--- src/rtl/fifo_burst_rd_ctrl_pkg.sv ---
`default_nettype none
// +------------------------------------------------------------------+
// | fifo_burst_pkg                                                   |
// | Shared types and defaults for the FIFO burst read controller.    |
// | Rev 1.0 - initial release                                        |
// +------------------------------------------------------------------+
package fifo_burst_pkg;

  typedef enum logic [1:0] {
    IDLE = 2'd0,
    REQ  = 2'd1,
    DATA = 2'd2
  } state_t;

  localparam int unsigned DEF_DATA_W       = 128;
  localparam int unsigned DEF_BURST_LEN    = 16;
  localparam int unsigned DEF_FRAME_BURSTS = 32400;

  function automatic int unsigned burst_addr_step(input int unsigned len, input int unsigned dw);
    return len * dw / 8;
  endfunction

endpackage
`default_nettype wire

--- src/rtl/fifo_burst_rd_ctrl_out_buf.sv ---
`default_nettype none
// +------------------------------------------------------------------+
// | burst_out_buf                                                    |
// | 2-entry fall-through valid/ready buffer; reports its occupancy.  |
// | Rev 1.0 - initial release                                        |
// +------------------------------------------------------------------+
module burst_out_buf #(
  parameter int unsigned WIDTH = 129
) (
  input  logic             clk,
  input  logic             rst,
  input  logic             in_valid,
  input  logic [WIDTH-1:0] in_data,
  output logic             out_valid,
  output logic [WIDTH-1:0] out_data,
  input  logic             out_ready,
  output logic [1:0]       occ
);

  logic [WIDTH-1:0] r_mem [2];
  logic             r_rptr;
  logic             r_wptr;
  logic [1:0]       r_cnt;
  logic             w_empty;
  logic             w_enq;
  logic             w_deq;

  // Input is never back-pressured: the parent only issues a read when a slot is guaranteed.
  assign w_empty   = (r_cnt == 2'd0);
  assign out_valid = !w_empty || in_valid;
  assign out_data  = !out_valid ? '0 : (w_empty ? in_data : r_mem[r_rptr]);
  assign w_deq     = !w_empty && out_ready;
  assign w_enq     = in_valid && !(w_empty && out_ready);
  assign occ       = r_cnt;

  always_ff @(posedge clk) begin
    if (rst) begin
      r_rptr <= 1'b0;
      r_wptr <= 1'b0;
      r_cnt  <= 2'd0;
    end else begin
      if (w_enq) r_wptr <= ~r_wptr;
      if (w_deq) r_rptr <= ~r_rptr;
      r_cnt <= r_cnt + {1'b0, w_enq} - {1'b0, w_deq};
    end
  end

  always_ff @(posedge clk) begin
    if (w_enq) r_mem[r_wptr] <= in_data;
  end

endmodule
`default_nettype wire

--- src/rtl/fifo_burst_rd_ctrl.sv ---
`default_nettype none
// +------------------------------------------------------------------+
// | fifo_burst_rd_ctrl                                               |
// | Pops fixed-length bursts from the pixel FIFO and streams them    |
// | to the DDR write arbiter. FIFO_BURST_FLUSH_EN enables a short    |
// | flush burst of residual words on frame_start.                    |
// | Rev 1.0 - initial release                                        |
// +------------------------------------------------------------------+
module fifo_burst_rd_ctrl
  import fifo_burst_pkg::*;
#(
  parameter int unsigned       DATA_W       = DEF_DATA_W,
  parameter int unsigned       LVL_W        = 6,
  parameter int unsigned       ADDR_W       = 28,
  parameter int unsigned       BURST_LEN    = DEF_BURST_LEN,
  parameter logic [ADDR_W-1:0] BASE_ADDR    = '0,
  parameter int unsigned       FRAME_BURSTS = DEF_FRAME_BURSTS,
  parameter int unsigned       ADDR_STEP    = burst_addr_step(BURST_LEN, DATA_W)
) (
  input  logic              rd_clk,
  input  logic              rd_rst,
  input  logic              frame_start,
  output logic              fifo_rd_en,
  input  logic [DATA_W-1:0] fifo_rd_data,
  input  logic              fifo_rd_empty,
  input  logic [LVL_W-1:0]  fifo_rd_water_level,
  output logic              req,
  output logic [ADDR_W-1:0] req_addr,
  output logic [4:0]        req_len,
  input  logic              gnt,
  output logic [DATA_W-1:0] wdata,
  output logic              wvalid,
  input  logic              wready,
  output logic              wlast,
  output logic              busy,
  output logic              underflow
);

  localparam int unsigned        IDX_W    = (FRAME_BURSTS > 1) ? $clog2(FRAME_BURSTS) : 1;
  localparam logic [IDX_W-1:0]   LAST_IDX = IDX_W'(FRAME_BURSTS - 1);
  localparam logic [4:0]         FULL_LEN = 5'(BURST_LEN);
  localparam logic [LVL_W-1:0]   LVL_FULL = LVL_W'(BURST_LEN);
  localparam logic [ADDR_W-1:0]  STEP     = ADDR_W'(ADDR_STEP);

  state_t            r_state;
  state_t            w_state_nxt;
  logic [ADDR_W-1:0] r_addr;
  logic [IDX_W-1:0]  r_idx;
  logic [4:0]        r_len;
  logic [4:0]        r_popped;
  logic              r_frame_pend;
  logic              r_underflow;
  logic              r_rd_pend;
  logic              r_rd_last;
  logic [1:0]        w_occ;
  logic              w_room;
  logic              w_pop;
  logic              w_starved;
  logic              w_done;
  logic              w_start_req;
  logic              w_apply_frame;
  logic              w_flush_ok;
  logic [4:0]        w_req_len;

`ifdef FIFO_BURST_FLUSH_EN
  logic r_flush_done;
  assign w_flush_ok = r_frame_pend && !r_flush_done &&
                      (fifo_rd_water_level != '0) && (fifo_rd_water_level < LVL_FULL);
`else
  assign w_flush_ok = 1'b0;
`endif

  // Reads in flight count against buffer space so returned data always has a slot.
  assign w_room    = ({1'b0, w_occ} + {2'b00, r_rd_pend}) < 3'd2;
  assign w_pop     = (r_state == DATA) && (r_popped < r_len) && w_room && !fifo_rd_empty;
  assign w_starved = (r_state == DATA) && (r_popped < r_len) && w_room && fifo_rd_empty;
  assign w_done    = (r_state == DATA) && wvalid && wready && wlast;

  always_comb begin
    w_state_nxt   = r_state;
    w_start_req   = 1'b0;
    w_apply_frame = 1'b0;
    w_req_len     = FULL_LEN;
    case (r_state)
      IDLE: begin
        if (w_flush_ok) begin
          w_start_req = 1'b1;
          w_req_len   = 5'(fifo_rd_water_level);
          w_state_nxt = REQ;
        end else if (r_frame_pend) begin
          w_apply_frame = 1'b1;
        end else if (fifo_rd_water_level >= LVL_FULL) begin
          w_start_req = 1'b1;
          w_state_nxt = REQ;
        end
      end
      REQ:     if (gnt) w_state_nxt = DATA;
      DATA:    if (w_done) w_state_nxt = IDLE;
      default: w_state_nxt = IDLE;
    endcase
  end

  always_ff @(posedge rd_clk) begin
    if (rd_rst) begin
      r_state      <= IDLE;
      r_addr       <= BASE_ADDR;
      r_idx        <= '0;
      r_len        <= '0;
      r_popped     <= '0;
      r_frame_pend <= 1'b0;
      r_underflow  <= 1'b0;
      r_rd_pend    <= 1'b0;
      r_rd_last    <= 1'b0;
    end else begin
      r_state   <= w_state_nxt;
      r_rd_pend <= w_pop;
      r_rd_last <= w_pop && (r_popped == r_len - 5'd1);

      if (w_start_req) begin
        r_len    <= w_req_len;
        r_popped <= '0;
      end else if (w_pop) begin
        r_popped <= r_popped + 5'd1;
      end

      if (w_apply_frame) begin
        r_addr <= BASE_ADDR;
        r_idx  <= '0;
      end else if (w_done) begin
        if (r_idx == LAST_IDX) begin
          r_addr <= BASE_ADDR;
          r_idx  <= '0;
        end else begin
          r_addr <= r_addr + STEP;
          r_idx  <= r_idx + IDX_W'(1);
        end
      end

      // A fresh pulse wins over clearing so it is never lost.
      if (frame_start)        r_frame_pend <= 1'b1;
      else if (w_apply_frame) r_frame_pend <= 1'b0;

      if (w_starved) r_underflow <= 1'b1;
    end
  end

`ifdef FIFO_BURST_FLUSH_EN
  // Allows one short burst per pending frame restart.
  always_ff @(posedge rd_clk) begin
    if (rd_rst)             r_flush_done <= 1'b0;
    else if (w_apply_frame) r_flush_done <= 1'b0;
    else if (w_flush_ok)    r_flush_done <= 1'b1;
  end
`endif

  burst_out_buf #(
    .WIDTH (DATA_W + 1)
  ) u_out_buf (
    .clk       (rd_clk),
    .rst       (rd_rst),
    .in_valid  (r_rd_pend),
    .in_data   ({r_rd_last, fifo_rd_data}),
    .out_valid (wvalid),
    .out_data  ({wlast, wdata}),
    .out_ready (wready),
    .occ       (w_occ)
  );

  assign fifo_rd_en = w_pop;
  assign req        = (r_state == REQ);
  assign req_addr   = r_addr;
  assign req_len    = r_len;
  assign busy       = (r_state != IDLE);
  assign underflow  = r_underflow;

endmodule
`default_nettype wire

--- config.mk ---
export PLATFORM = sky130hd
export DESIGN_NAME = fifo_burst_rd_ctrl
export DESIGN_NICKNAME = d
export VERILOG_FILES = /design/src/rtl/fifo_burst_rd_ctrl_pkg.sv /design/src/rtl/fifo_burst_rd_ctrl_out_buf.sv /design/src/rtl/fifo_burst_rd_ctrl.sv
export SDC_FILE = /design/constraint.sdc
export NUM_CORES = 1
export LEC_CHECK = 0
export ABC_AREA = 1
export CAP_MARGIN = 20
export CORE_MARGIN = 1.5
export CORE_UTILIZATION = 50
export CTS_CLUSTER_SIZE = 40
export DETAILED_ROUTE_END_ITERATION = 6
export PLACE_DENSITY = 0.76
export SLEW_MARGIN = 20
export SYNTH_ARGS = -nofsm -noshare
export SYNTH_HDL_FRONTEND = slang
export SYNTH_SLANG_ARGS = --single-unit
--- constraint.sdc ---
create_clock -name rd_clk -period 16.98 [get_ports rd_clk]
set_clock_uncertainty 0.1 [all_clocks]
set_input_delay 4.245 -clock rd_clk [delete_from_list [all_inputs] [get_ports rd_clk]]
set_output_delay 4.245 -clock rd_clk [all_outputs]
set_load 0.02 [all_outputs]
; Word level (Yosys, flattened, before mapping)
; Memory sizes are Yosys's and may differ from the RTL's. A register that Yosys moved wholly into a read port is not among the register bits.
; Index checks and enable logic that the tools add are counted.
[totals]
regBits = 59
latch_bits = 0
mem_bits_rw = 258
rom_bits = 0
in_bits = 140
out_inout_bits = 167
elab_cells = 75
mem_count = 1
[memory_table]
columns = name, words, word_bits, read_ports, rd_clocked_by_memory_dff, write_ports, line_no
row1 = u_out_buf.r_mem, 2, 129, 1, 1, 1, fifo_burst_rd_ctrl_out_buf.sv:20  ; logic [WIDTH-1:0] r_mem [2];
[classes]
n_addsub = 7
mul = 0
div = 0
magnitude_cmp = 3
eq_ne = 8
shift = 0
n_mux = 20
bitwise_logic = 2
reduce_logical = 22
[op_table]
columns = operator, count
row1 = 129-bit 2-to-1 mux, 2
row2 = 28-bit by 9-bit adder with 28-bit output (second input constant), 1
row3 = 28-bit 2-to-1 mux, 1
row4 = 15-bit by 1-bit adder with 15-bit output (second input constant), 1
row5 = 15-bit equality test (second input constant), 1
row6 = 15-bit 2-to-1 mux, 1
row7 = 1-bit logical AND, 11
row8 = 1-bit 2-to-1 mux, 11
row9 = 2-bit 2-to-1 mux, 4
row10 = 6-bit by 5-bit >= comparator with 1-bit output (second input constant), 1
row11 = 2-bit != test (second input constant), 3
row12 = 2-bit case mux with 3 select lines, 1
row13 = 5-bit by 1-bit adder with 5-bit output (second input constant), 1
row14 = 5-bit equality test, 1
row15 = 5-bit less-than comparator, 1
row16 = 5-bit by 1-bit subtractor with 5-bit output (second input constant), 1
row17 = 2-bit zero test, 2
row18 = 4-bit AND reduction, 1
row19 = 2-bit nonzero test, 2
row20 = 2-bit OR reduction, 2
row21 = 2-bit by 1-bit adder with 3-bit output, 1
row22 = 1-bit zero test, 3
row23 = 3-bit by 2-bit less-than comparator with 1-bit output (second input constant), 1
row24 = 2-bit by 1-bit adder with 2-bit output, 1
row25 = other kinds (6), 7

; Depth between registers and ports, before layout
[depth]
depth_word = 8
ltp_mapped = 11
depth_no_buf = 10

; By module
; Synthesis repeated with hierarchy kept, for this count alone.
[unflattened]
hier_cells = 1522
hier_area_um2 = 14681.6
[by_module_without_submodules]
columns = mod, instances, cells_each, area_each_um2, seq_area_each_um2
row1 = burst_out_buf, 1, 1144, 12130.4, 7847.5
row2 = fifo_burst_rd_ctrl, 1, 378, 2551.2, 940.9

; Least setup slack after synthesis
; OpenSTA, ideal clock, no wires.
[synth_path]
path_kind = input-to-reg
start = input port wready
end = memory u_out_buf.r_mem[1][0] (enable)
setup_ns = 0.620
arrival_ns = 9.911
required_ns = 16.260
path_slack_ns = 6.349
stages = 3
n_path_buf = 0
cell_sequence = a21oi_1 inv_1 nor2_1
[synth_via]
elab_chain_cells = 5
[synth_rtl]
columns = element, line_no
row1 = start: declaration, fifo_burst_rd_ctrl.sv:33  ; input logic wready,
row2 = 1-bit logical AND, fifo_burst_rd_ctrl_out_buf.sv:33  ; assign w_enq = in_valid && !(w_empty && out_ready);
row3 = 1-bit zero test, fifo_burst_rd_ctrl_out_buf.sv:33
row4 = 1-bit logical AND, fifo_burst_rd_ctrl_out_buf.sv:33
row5 = 1-bit 2-to-1 mux, fifo_burst_rd_ctrl_out_buf.sv:49  ; if (w_enq) r_mem[r_wptr] <= in_data;
row6 = 1-bit 2-to-1 mux (not written as such), fifo_burst_rd_ctrl_out_buf.sv:49
row7 = end: declaration, fifo_burst_rd_ctrl_out_buf.sv:20
; Every way passes these cells.

; Final worst setup path
[layout_path]
start = input port fifo_rd_empty
end = output port fifo_rd_en
[layout_via]
elab_chain_cells = 2
[layout_rtl]
columns = element, line_no
row1 = start: declaration, fifo_burst_rd_ctrl.sv:25  ; input logic fifo_rd_empty,
row2 = 1-bit zero test, fifo_burst_rd_ctrl.sv:75  ; assign w_pop = (r_state == DATA) && (r_popped < r_len) && w_room && !fifo_rd_empty;
row3 = 1-bit logical AND, fifo_burst_rd_ctrl.sv:75
row4 = end: declaration, fifo_burst_rd_ctrl.sv:23  ; output logic fifo_rd_en,
; Every way passes these cells.

==> key figures <==
Synthesis
  • Post-synthesis cell area: 13,900 µm²
  • Syn. warnings: 0
  • Seq/Total Area, Yosys: 63.1%
  • Synth Register Bits: 310
  • Cell taking the most area after synthesis: edfxtp_1
  • Post-Syn Instances: 1,406
  • Syn Area/Cell: 9.90 µm²
  • Synth area leaders: edfxtp_1, nand2_1, dfxtp_1, o211ai_1, nand3_1
  • Yosys top cell area share: 55.6%
  • Leading register cell type out of synthesis: edfxtp_1
  • Async SR Flop Fraction: 0%
  • EDFF count, synth: 258
  • Yosys cell types: 31

Clocking
  • Num CTS Buffers: 34
  • TritonCTS clock tree: built
  • CTS Sinks: 310
  • Clock slew at reported path FFs: 60 ps
  • CTS resizes: 0
  • Clock Tree Buf Depth: 3
  • H-tree levels: 2
  • Clock Latency Late Sink: 490 ps
  • Clk root buf: clkbuf_16
  • Post-CTS setup buffer count: 0
  • Hold buffer count at cts: 0

GRT
  • Tot GR Track Use: 22.7%
  • Vias in the first global route: 10,400
  • Largest net degree at the start of global routing: 173
  • Met3 layer usage reported by global route: 5.05%
  • Gr busiest metal: met2
  • Met1 Usage GRT: 28.4%
  • First-pass GRT wire length: 52.5 mm
  • Met2 Resource Use GR: 39.1%
  • Congestion Overflow GR: 0
  • Initial antenna violation count: 4

Layout
  • Core occupancy in the finished layout: 66.4%
  • FF+latch area: 8790 µm²
  • Commonest non-fill, non-tap cells in the layout: nand2_1, clkdlybuf4s50_1, edfxtp_1
  • Area of the multi-input gates: 4040 µm²
  • Final-layout fill cell count: 2,158
  • Layout overhead on the synthesized area: 29.5%
  • Final instance area: 18,000 µm²
  • Fraction of layout cells with a size suffix above 1: 4.63%
  • Most common cell after layout, fill and taps aside: nand2_1
  • Fin nets: 1,809

Critical path
  • WP data required: 12,640 ps
  • Startpoint Class: input pin
  • Arrival @ worst endpoint: 5650 ps
  • Crit. End Element: output port
  • Max FO, Critical Path: 10
  • Setup Crit Path Kind: in -> out
  • Worst r2r path cells: 6

STA
  • Unrepaired setup endpoints after global routing: false
  • Count of final hold-check violations: 0
  • # setup viols final: 0
  • Tmin final: 9990 ps
  • Tcrit/Tclk final: 58.8%
  • Fmax: 0.100 GHz
  • Setup TNS: 0 ps
  • Max-slew headroom: 28.1%
  • Slew Limit Fails: 0
  • Worst-margin pin slew: 1080 ps

Worst hold path
  • Hold Path Class: reg -> reg
  • WHS Path Cells: 1

Routing
  • Vias per cell: 5.19
  • Detail Route Antenna Nets: 0
  • Drc violations: 0
  • Vias post-DR: 10,700
  • Initial drt markers: 759
  • DR pass1 iterations: 5
  • Routed wire length: 33.2 mm
  • Average wire per standard cell: 16.1 µm

Power
  • Power Density: 109 nW/µm²
  • Leak: 0.00699 µW
  • VDD IR-drop max: 0.0693 mV

Place
  • Port bufs: 290
  • Routability congestion estimate: 0.804
  • DPL Wire Length: 20.6 mm
  • Placed Area: 17,000 µm²

Outcome
  • Status: finished, final reports clean

Floorplanning
  • Die height: 170 µm
  • Rows: 60
  • Core area: 27,200 µm²
  • Die area: 28,900 µm²
  • Die W: 170 µm
  • Initial Util: 51.2%
  • IO Count: 307

Job
  • Max Cap Viol: 0
path summary, 6_finish.rpt:
path | start | end | slack (ps)
setup / recovery | fifo_rd_empty | fifo_rd_en | 6990
hold / removal | u_out_buf.r_rptr$_SDFFE_PP0P_ | flop | 350
setup reg to reg | u_out_buf.occ[1]$_SDFF_PP0_ | u_out_buf.r_mem[0][74]$_DFFE_PP_ | 14300
hold reg to reg | u_out_buf.r_rptr$_SDFFE_PP0P_ | flop | 350
report_power, final:
group | internal [µW] | switching [µW]
Sequential | 826 | 8.48
Clock | 396 | 279
Combinational | 175 | 281
final cells by class:
type / count / area share [%]
diodes: 4 / 0.0555
clock buffers: 46 / 5.14
clock inverters: 11 / 0.437
inverters: 195 / 4.09
multi-input cells: 822 / 22.4
flip-flops and latches: 310 / 48.7
well taps: 372 / 2.58
repair buffers: 300 / 16.6
worst max-delay path: stages:
cell and delay [ps]:
clkdlybuf4s50_1 450, inv_1 90, nand2_2 120, inv_1 120
clkdlybuf4s50_1 630
synthesized netlist by cell type, types with 2 or more instances:
library cell / count
a21oi_1: 36
nand3b_1: 2
nand2_2: 5
xor2_1: 3
nor3_2: 6
buf_6: 2
clkbuf_1: 39
ha_1: 6
nor2_1: 78
nand4_1: 7
nand2_1: 358
nor2_2: 3
o21ai_0: 7
nand3_1: 154
buf_1: 10
dfxtp_1: 52
buf_4: 15
inv_2: 2
nor3_1: 11
o211ai_1: 128
buf_2: 24
inv_1: 192
edfxtp_1: 258
flip-flops by register name (all words and copies together), names as in the netlist, 2 cells and up, named ones only:
| signal | cells |
|---|---|
| u_out_buf.occ | 2 |
| r_popped | 5 |
| u_out_buf.r_mem | 258 |
| r_idx | 15 |
| req_addr | 20 |
| r_state | 2 |
metrics by stage:
step | setup WS [ps] | cells | power, µW | hold slack [ps]
finish | 6990 | 2060 | 1970 | 348
global route | 6910 | 2060 | 2050 | 367
CTS | 6980 | 2055 | 1980 | 353
detailed placement | 6990 | 1998 | 1310 | 338
global placement | 7000 | 1998 | 1300 | 328
floorplan | 6350 | 1417 | 1110 | 326
kinds of logic (layout without fill, tap and decap cells):
family                   count (synthesis)  in the layout  synth area share [%]
AO/OA/AOI/OAI                          172            172                  8.48
AND/OR/NAND/NOR                        629            629                  19.2
XOR/XNOR                                 3              3                 0.189
other                                    1             16                0.0269
buffers and inverters                  285            552                  8.43
flip-flops                             310            310                  63.1
adder cells (fa/ha/maj)                  6              6                 0.539
layer usage:
layer  vias to the layer above  share of wire [%]
li1                       5264                  -
met1                      5051                 41
met2                       321                 49
met3                        58                7.0
met4                         0                2.9
met5                         -                  0
No activity file was read; power rests on OpenSTA's default activity.
